<file path="config.mk">
export PLATFORM = sky130hd
export DESIGN_NAME = pipe_stage_reg
export DESIGN_NICKNAME = d
export VERILOG_FILES = /design/src/rtl/pipe_pkg.sv /design/src/rtl/pipe_slot.sv /design/src/rtl/pipe_stage_reg.sv
export SDC_FILE = /design/constraint.sdc
export NUM_CORES = 1
export LEC_CHECK = 0
export BUFFER_PORTS_ARGS = -buffer_cell sky130_fd_sc_hd__buf_2
export CORE_MARGIN = 2
export CORE_UTILIZATION = 46
export CTS_CLUSTER_DIAMETER = 60
export CTS_CLUSTER_SIZE = 14
export DETAILED_ROUTE_END_ITERATION = 10
export PLACE_DENSITY = 0.77
export SLEW_MARGIN = 20
export SYNTH_ARGS = -nofsm -noshare
export SYNTH_HDL_FRONTEND = slang
export SYNTH_SLANG_ARGS = --single-unit
</file>
<file path="constraint.sdc">
create_clock -name Clock -period 2.8 [get_ports Clock]
set_input_delay 0 -clock Clock [delete_from_list [all_inputs] [get_ports Clock]]
set_output_delay 0 -clock Clock [all_outputs]
set_load 0.005 [all_outputs]
</file>
<file path="src/rtl/pipe_pkg.sv">
// pipe_pkg: shared constants and lane helpers for pipeline boundary registers
package pipe_pkg;
    localparam int FLUSH_DATA = 0;
    function automatic int lane_lo(input int lane, input int width);
        return lane * width;
    endfunction
endpackage

</file>
<file path="src/rtl/pipe_slot.sv">
// pipe_slot: one valid+data entry with clear (priority), load and hold controls
module pipe_slot
    import pipe_pkg::*;
#(
    parameter int W = 64
) (
    input  logic         Clock,
    input  logic         Reset_n,
    input  logic         i_load,
    input  logic         i_clear,
    input  logic [W-1:0] i_data,
    output logic         o_valid,
    output logic [W-1:0] o_data
);
    logic         r_valid;
    logic [W-1:0] r_data;
    always_ff @(posedge Clock or negedge Reset_n) begin
        if (!Reset_n) begin
            r_valid <= 1'b0;
            r_data  <= W'(FLUSH_DATA);
        end else if (i_clear) begin
            r_valid <= 1'b0;
            r_data  <= W'(FLUSH_DATA);
        end else if (i_load) begin
            r_valid <= 1'b1;
            r_data  <= i_data;
        end
    end
    assign o_valid = r_valid;
    assign o_data  = r_data;
endmodule

</file>
<file path="src/rtl/pipe_stage_reg.sv">
// pipe_stage_reg: valid/ready pipeline boundary register with optional skid entry,
// stall hold, flush-to-bubble and a saturating flush-drop counter
module pipe_stage_reg
    import pipe_pkg::*;
#(
    parameter int DATA_W = 32,
    parameter int LANES  = 2,
    parameter int SKID   = 1,
    parameter int CNT_W  = 16
) (
    input  logic                    Clock,
    input  logic                    Reset_n,
    input  logic                    In_Valid,
    output logic                    In_Ready,
    input  logic [LANES*DATA_W-1:0] In_Data,
    output logic                    Out_Valid,
    input  logic                    Out_Ready,
    output logic [LANES*DATA_W-1:0] Out_Data,
    input  logic                    Stall,
    input  logic                    Flush,
    output logic [1:0]              Occupancy,
    output logic [CNT_W-1:0]        Flush_Drops
);
    localparam int W = LANES * DATA_W;
    logic         w_m_valid, w_s_valid, w_in_ready, w_in_fire, w_out_fire;
    logic         w_m_from_s, w_m_load, w_m_clear;
    logic [W-1:0] w_m_data, w_s_data, w_m_din;
    logic [CNT_W:0] w_sum;
    logic [CNT_W-1:0] r_flush_drops;
    assign Out_Valid  = w_m_valid & ~Stall & ~Flush;
    assign In_Ready   = w_in_ready;
    assign w_in_fire  = In_Valid & w_in_ready;
    assign w_out_fire = Out_Valid & Out_Ready;
    // M refills from S only when draining with no new word arriving
    assign w_m_from_s = w_out_fire & ~w_in_fire & w_s_valid;
    assign w_m_load   = (w_in_fire & (~w_m_valid | w_out_fire)) | w_m_from_s;
    assign w_m_clear  = Flush | (w_out_fire & ~w_in_fire & ~w_s_valid);
    assign w_m_din    = w_m_from_s ? w_s_data : In_Data;
    pipe_slot #(.W(W)) u_m (
        .Clock   (Clock),
        .Reset_n (Reset_n),
        .i_load  (w_m_load),
        .i_clear (w_m_clear),
        .i_data  (w_m_din),
        .o_valid (w_m_valid),
        .o_data  (w_m_data)
    );
    if (SKID != 0) begin : g_skid
        pipe_slot #(.W(W)) u_s (
            .Clock   (Clock),
            .Reset_n (Reset_n),
            .i_load  (w_in_fire & w_m_valid & ~w_out_fire),
            .i_clear (Flush | (w_out_fire & w_s_valid)),
            .i_data  (In_Data),
            .o_valid (w_s_valid),
            .o_data  (w_s_data)
        );
        assign w_in_ready = ~w_s_valid & ~Stall & ~Flush;
    end else begin : g_noskid
        assign w_s_valid  = 1'b0;
        assign w_s_data   = '0;
        assign w_in_ready = ~Stall & ~Flush & (~w_m_valid | Out_Ready);
    end
    for (genvar k = 0; k < LANES; k++) begin : g_lane
        assign Out_Data[lane_lo(k, DATA_W) +: DATA_W] = w_m_data[lane_lo(k, DATA_W) +: DATA_W];
    end
    assign Occupancy = {1'b0, w_m_valid} + {1'b0, w_s_valid};
    assign w_sum     = {1'b0, r_flush_drops} + {{(CNT_W-1){1'b0}}, Occupancy};
    always_ff @(posedge Clock or negedge Reset_n) begin
        if (!Reset_n)
            r_flush_drops <= '0;
        else if (Flush)
            r_flush_drops <= w_sum[CNT_W] ? '1 : w_sum[CNT_W-1:0];
    end
    assign Flush_Drops = r_flush_drops;
endmodule

</file>
Word-level counts from Yosys, hierarchy flattened
Cells that the tools add are included.
Widths: inputs -> output; s select.

word-level totals
  register bits after elaboration = 146
  input port bits = 70

cells by class
  $add $sub $neg = 2
  mux-type cells = 10
  bitwise logic cells = 23
  reductions and logical operators = 2

operators by type and width
  kind               number
  $mux 64            5
  $add 16x2->17      1
  $mux 16            1
  $and 1x1->1        13
  $not 1->1          6
  $mux 1             4
  $or 1x1->1         4
  $reduce_bool 2->1  2
  $add 1x1->2        1

Logic depth before layout (Yosys ltp)
Gate-level depths: netlist of run 1.

  depth in word-level cells = 10
  mapped depth = 8

Modules after synthesis
A second synthesis of run 1 with hierarchy kept.

unflattened totals
  cells, all modules = 587
  area total of the unflattened synthesis = 7,016.7 um^2

modules (own cells, without submodules)
  module          times used  cells an instance  area each (um^2)
  pipe_slot       2           209                2,636.3
  pipe_stage_reg  1           169                1,744.2

Worst setup path before layout of run 1
OpenSTA, ideal clock, no wires.

  path kind = register -> register
  from = register u_m.r_valid, in the netlist u_m.o_valid
  to = register r_flush_drops[12], in the netlist Flush_Drops[12]
  library setup time = 0.127 ns
  data arrival time = 2.289 ns
  path slack = 0.383 ns
  cell stages (with the launch flop) = 8
  period minus slack after synthesis = 2.417 ns
  cell sequence = dfrtp_1 -> ha_1 -> ha_1 -> inv_1 -> fa_1 -> nor4_2 -> and3_1 -> mux2_1

on the way
  word-level cells in the longest chain between the ends = 3

RTL lines
  what                    line                  text
  from (decl)             pipe_slot.sv:15       logic r_valid;
  from (signal assigned)  pipe_slot.sv:19       r_valid <= 1'b0;
  from (signal assigned)  pipe_slot.sv:22       r_valid <= 1'b0;
  from (signal assigned)  pipe_slot.sv:25       r_valid <= 1'b1;
  $add 1x1->2             pipe_stage_reg.sv:67  assign Occupancy = {1'b0, w_m_valid} + {1'b0, w_s_valid};
  via Occupancy[0]        pipe_stage_reg.sv:21  output logic [1:0] Occupancy,
  $add 16x2->17           pipe_stage_reg.sv:68  assign w_sum = {1'b0, r_flush_drops} + {{(CNT_W-1){1'b0}}, Occupancy};
  $mux 16                 pipe_stage_reg.sv:73  r_flush_drops <= w_sum[CNT_W] ? '1 : w_sum[CNT_W-1:0];
  to (signal assigned)    pipe_stage_reg.sv:73
  to (decl)               pipe_stage_reg.sv:29  logic [CNT_W-1:0] r_flush_drops;

The timed path passes the listed nets, and every way through them passes these cells.
A chain may end at the register's enable or synchronous reset.

Worst setup path after layout of run 1
  from = register u_m.r_valid, in the netlist u_m.o_valid
  to = register r_flush_drops[12], in the netlist Flush_Drops[12]

on the way
  word-level cells in the longest chain between the ends = 3

RTL lines
  what           line
  $add 1x1->2    pipe_stage_reg.sv:67
  $add 16x2->17  pipe_stage_reg.sv:68
  $mux 16        pipe_stage_reg.sv:73

Every way passes these cells.

==> results of run 1 <==
tightest hold or removal path, cell delays in order:
cell and delay (ns):
buf_2 0.12, inv_1 0.09, a21oi_4 0.13, o2bb2ai_1 0.15
final cells by class:
cell class | instances | area, um2 | share of cell area
Clock inverter | 12 | 155 | 0.0185
Multi-Input combinational cell | 275 | 2350 | 0.280
Inverter | 8 | 30.0 | 0.00358
Sequential cell | 146 | 3650 | 0.435
Tap cell | 176 | 220 | 0.0262
Timing Repair Buffer | 225 | 1530 | 0.182
Clock buffer | 20 | 457 | 0.0544
synthesized netlist by cell type (all sizes together) (2+ instances only):
cell type  count
clkbuf        16
a31oi          4
nor4           3
o2bb2ai       64
dfrtp        146
nand3          7
nor2           7
or4            2
buf           20
mux2i         64
nor3           7
mux2           2
and3           2
xnor2          4
nand2         15
nor3b          3
nor2b          2
nand2b         2
a22o          64
ha             3
a21oi          4
inv            8
o21ai          4
routing by layer:
layer | wire length [um] | vias up
li1 | - | 2196
met1 | 6930 | 2463
met2 | 7710 | 205
met3 | 1030 | 16
met4 | 196 | 0
met5 | 0 | -
kinds of logic after synthesis:
logic type / Yosys count / share of synthesized area
mux: 66 / 0.107
fa+ha+maj: 4 / 0.00926
simple gates: 55 / 0.0536
xor+xnor: 5 / 0.00705
flops: 146 / 0.588
buf+inv: 44 / 0.0373
compound gates: 145 / 0.198
metrics by stage:
| stage | util | setup slack, ns | instances | total power, mW |
|---|---|---|---|---|
| 6_report | 0.634 | 0.187 | 862 | 5.15 |
| 5_1_grt | 0.634 | 0.00189 | 862 | 5.37 |
| 4_1_cts | 0.634 | 0.208 | 862 | 5.19 |
| 3_5_place_dp | 0.538 | 0.230 | 764 | 2.77 |
| 3_3_place_gp | 0.536 | 0.285 | 763 | 2.75 |
| 2_1_floorplan | - | 0.383 | 465 | 2.51 |
registers in the layout (all words and copies together) (netlist names):
signal and flops:
g_skid.u_s.o_data 64, u_m.o_data 64, Flush_Drops 16, g_skid.u_s.o_valid 1, u_m.o_valid 1
worst paths after layout:
path,start,to,slack (ns)
worst max-delay path,u_m.o_valid,Flush_Drops[12],0.19
worst min-delay path,Stall,u_m.o_data[14],0.13
min in group asynchronous,Reset_n,u_m.o_data[56],0.18
worst max register to register,u_m.o_valid,Flush_Drops[12],0.19
max in group asynchronous,Reset_n,g_skid.u_s.o_data[51],1.76
worst min register to register,u_m.o_data[52],u_m.o_data[52],0.48
power breakdown:
| group | switching, mW | internal (mW) | total (mW) | leakage (nW) |
|---|---|---|---|---|
| clock network | 0.880 | 1.45 | 2.33 | 0.297 |
| registers | 0.0857 | 2.20 | 2.29 | 2.00 |
| logic | 0.272 | 0.254 | 0.526 | 1.69 |
what timing repair did:
item	in CTS	in global routing
hold buffers	66	0
hold endpoints to repair	205	0
setup buffers	0	0
==> impl_metrics.json, run 1 <==
{
  "die_area_um2": 14500,
  "worstPathRequired_ns": 3.09,
  "p_per_area_nw_per_um2": 613,
  "fillers": 1020,
  "final.setup.tns_ns": 0,
  "yosys-top-cells-area": "dfrtp_1 (59%), mux2i_1 (10%), a22o_1 (9.0%)",
  "crit_top_cell": "ha_1",
  "root_buffer": "clkbuf_16",
  "die_y_um": 120,
  "die-width_um": 120,
  "critPathMaxFanout": 7,
  "ir_drop_mv": 0.353,
  "gr-usage-met3": 0.0599,
  "final_max_slew_viol_count": 0,
  "synthFlopType": "dfrtp_1",
  "synthCells": 465,
  "synth_async_sr_flop_share": 1.00,
  "max_stage_delay_ns": 0.47,
  "grt_setup_unrepaired": "false",
  "grtUsageTotal": 0.226,
  "grt_pass1_vias": 5103,
  "firstDrtPassIters": 5,
  "worst_pin_slew_ns": 0.764,
  "synth-edff-count": 0,
  "overflow": 0,
  "holdCritPathClass": "in2reg",
  "cts_resized": 0,
  "drive_gt1_frac": 0.292,
  "critical_path_class": "reg2reg",
  "place_area_um2": 7120,
  "busiest_layer": "met2",
  "synth_top_area_frac": 0.588,
  "port_buffers": 153,
  "area_delta_synth_final_pct": 35.1,
  "num_vias": 4880,
  "crit_cells": 7,
  "clkTransAtPathRegs_ns": 0.06,
  "rows": 42,
  "antenna_found_initial": 0,
  "first_iter_violations": 418,
  "syn_area_per_cell_um2": 13.4,
  "max_freq_ghz": 0.383,
  "diodes": 0,
  "netlist_area_um2": 6210,
  "status": "finished clean",
  "grt_pass1_wl_um": 26000,
  "final_cell_mix": "buf_2 (152), dfrtp_1 (146), dlygate4sd3_1 (66)",
  "cp-start-kind": "flip-flop",
  "avgRoutedWirePerCell_um": 18.4,
  "initial_core_util": 0.469,
  "period_minus_slack_ns": 2.61,
  "min_path_cells": 4,
  "cts_tree": "yes",
  "final_common_cell": "buf_2",
  "finalSetupViolCount": 0,
  "critPathTopFamily": "adder cells",
  "use_met2": 0.366,
  "grt_use_met1": 0.299,
  "synth_cell_types": 44,
  "crit_path_cell_trace": "ha_1, ha_1, inv_1, fa_1, nor4_2, and3_1, mux2_1",
  "slowest_stage": "fa_1",
  "coreArea_um2": 13200,
  "timing.final.hold_violations": 0,
  "clk_path_buf_depth": 2,
  "finClkSkew_ns": 0.00792,
  "r2r_cells": 7,
  "synth_top_area_cell": "dfrtp_1",
  "synth-seq-cells": 146,
  "path_buf_inv": 1,
  "p_leak_nw": 3.98,
  "cts_sinks": 146,
  "whs_ns": 0.134,
  "ant_nets": 0,
  "grt_max_degree": 76,
  "wl_um": 15900,
  "place_congestion": 0.767,
  "hpwl_um": 8980,
  "nets": 747,
  "clock_latency_ns": 0.41,
  "maxSlewHeadroom": 0.491,
  "ios": 154,
  "worstPathArrival_ns": 2.90,
  "syn-num-nets": 539,
  "postLayoutCellArea_um2": 8400,
  "tritoncts.num_buffers": 17,
  "cts_max_level": 4,
  "vias_per_cell": 5.66,
  "drc": 0,
  "yosys_warnings": 0,
  "drv_cap": 0,
  "crit_path_end_kind": "flip-flop",
  "yosysSeqAreaShare": 0.588,
  "period_share": 0.933
}
Power figures use the tool's default switching activity.
==> run 2, diff against run 1 <==
--- a/config.mk
+++ b/config.mk
@@ -6,5 +6,5 @@
 export NUM_CORES = 1
 export LEC_CHECK = 0
-export BUFFER_PORTS_ARGS = -buffer_cell sky130_fd_sc_hd__buf_2
+export BUFFER_PORTS_ARGS = -buffer_cell sky130_fd_sc_hd__buf_4
 export CORE_MARGIN = 2
 export CORE_UTILIZATION = 46
@@ -13,4 +13,5 @@
 export DETAILED_ROUTE_END_ITERATION = 10
 export PLACE_DENSITY = 0.77
+export SETUP_SLACK_MARGIN = 0.3
 export SLEW_MARGIN = 20
 export SYNTH_ARGS = -nofsm -noshare
==> constraint.sdc (replaced) <==
create_clock -name Clock -period 2.8 [get_ports Clock]
set_input_delay 0 -clock Clock [delete_from_list [all_inputs] [get_ports Clock]]
set_output_delay 0 -clock Clock [all_outputs]
set_load 0.01 [all_outputs]
==> impl_metrics.json, run 2 (synthesis results as in run 1) <==
{
  "status": "finished clean",
  "firstDrtPassIters": 4,
  "avgRoutedWirePerCell_um": 18.8,
  "overflow": 0,
  "whs_ns": 0.165,
  "finalSetupViolCount": 0,
  "cts_sinks": 146,
  "hpwl_um": 9450,
  "worstPathArrival_ns": 2.63,
  "die_y_um": 120,
  "max_freq_ghz": 0.428,
  "fillers": 975,
  "crit_path_start": "u_m.o_valid",
  "die_area_um2": 14500,
  "critical_path_class": "reg2reg",
  "die-width_um": 120,
  "grt_pass1_vias": 5142,
  "maxSlewHeadroom": 0.456,
  "vias_per_cell": 5.61,
  "clk_path_buf_depth": 2,
  "r2r_cells": 7,
  "clock_latency_ns": 0.42,
  "first_iter_violations": 351,
  "ir_drop_mv": 0.371,
  "ios": 154,
  "num_vias": 4843,
  "ff2ff_setup_slack_ns": 0.47,
  "worstPathRequired_ns": 3.10,
  "holdCritPathClass": "in2async",
  "critPathMaxFanout": 7,
  "diodes": 0,
  "clkTransAtPathRegs_ns": 0.06,
  "crit_path_end_kind": "flip-flop",
  "cts_tree": "yes",
  "cp-start-kind": "flip-flop",
  "tritoncts.num_buffers": 17,
  "final_max_slew_viol_count": 0,
  "timing.final.hold_violations": 0,
  "area_delta_synth_final_pct": 40.5,
  "root_buffer": "clkbuf_16",
  "grtUsageTotal": 0.230,
  "p_per_area_nw_per_um2": 579,
  "place_area_um2": 7490,
  "nets": 748,
  "period_share": 0.834,
  "coreArea_um2": 13200,
  "final_cell_mix": "buf_4 (155), dfrtp_1 (146), dlygate4sd3_1 (66)",
  "drv_cap": 0,
  "post_cts_buffers": 0,
  "drive_gt1_frac": 0.294,
  "rr_startpoint": "u_m.o_valid",
  "grt_pass1_wl_um": 26000,
  "postLayoutCellArea_um2": 8730,
  "rows": 42,
  "p_leak_nw": 4.04,
  "initial_core_util": 0.469,
  "r2r-end": "Flush_Drops[12]",
  "ff_latch_area_um2": 3650,
  "final.setup.tns_ns": 0,
  "port_buffers": 153,
  "grt_setup_unrepaired": "false",
  "wl_um": 16200,
  "multi_input_area_um2": 2360,
  "cts_max_level": 4,
  "antenna_found_initial": 0,
  "drc": 0,
  "period_minus_slack_ns": 2.33,
  "final_common_cell": "buf_4",
  "place_congestion": 0.776,
  "finClkSkew_ns": 0.00495,
  "worst_pin_slew_ns": 0.816,
  "ant_nets": 0,
  "grt_max_degree": 75
}
[run 2: cell count changes in the layout (fill, tap and decap cells not counted), sizes merged]
cell / change
clkbuf: +4
inv: -2
buf: +1
bufinv: -3
clkinvlp: +1
[run 2: critical path: stages, from the launching register on]
cell and delay [ns]:
dfrtp_1 0.45, ha_1 0.34, ha_1 0.16, inv_1 0.06
fa_2 0.41, nor4_4 0.26, and3_1 0.23, mux2_1 0.32
[run 2: layer usage]
layer / up-vias / wire length, um / GRT usage
li1: 2197 / - / -
met1: 2431 / 6960 / 0.309
met4: 0 / 410 / 0.0959
met5: - / 0 / 0
met3: 32 / 951 / 0.0575
met2: 183 / 7880 / 0.358
[run 2: worst max-delay path by stage]
stage	endpoint	slack, ns
after floorplan	Flush_Drops[12]	0.34
after CTS	Flush_Drops[12]	0.36
after detailed placement	Flush_Drops[12]	0.23
after global routing	Flush_Drops[12]	0.37
after global placement	Flush_Drops[12]	0.29
final	Flush_Drops[12]	0.47
[run 2: repair_timing]
item	in CTS	in global routing
hold buffers	66	0
resized for setup	2	1
endpoints found under the hold margin	205	0
endpoints found under the setup margin	7	53
pin swaps	0	1
[run 2: layout make-up]
cell class,instances,area share
sequential,146,0.418
tap,176,0.0252
clock buffer,24,0.0586
clock inverter,8,0.00587
inverter,8,0.00344
timing repair buffer,226,0.218
multi-input combinational,275,0.271
[run 2: through the flow]
| stage | total power [mW] | setup slack [ns] | cells | util |
|---|---|---|---|---|
| after floorplan | 2.55 | 0.338 | 465 | - |
| after global placement | 2.86 | 0.293 | 763 | 0.563 |
| after detailed placement | 2.89 | 0.231 | 765 | 0.566 |
| after CTS | 5.09 | 0.360 | 863 | 0.659 |
| after global routing | 5.25 | 0.373 | 863 | 0.659 |
| final | 5.05 | 0.466 | 863 | 0.659 |
[run 2: where the power goes]
part | switching (mW) | internal [mW] | total (mW) | leakage (nW)
clock network | 0.850 | 1.27 | 2.12 | 0.274
registers | 0.0969 | 2.20 | 2.30 | 2.00
logic | 0.309 | 0.327 | 0.637 | 1.76
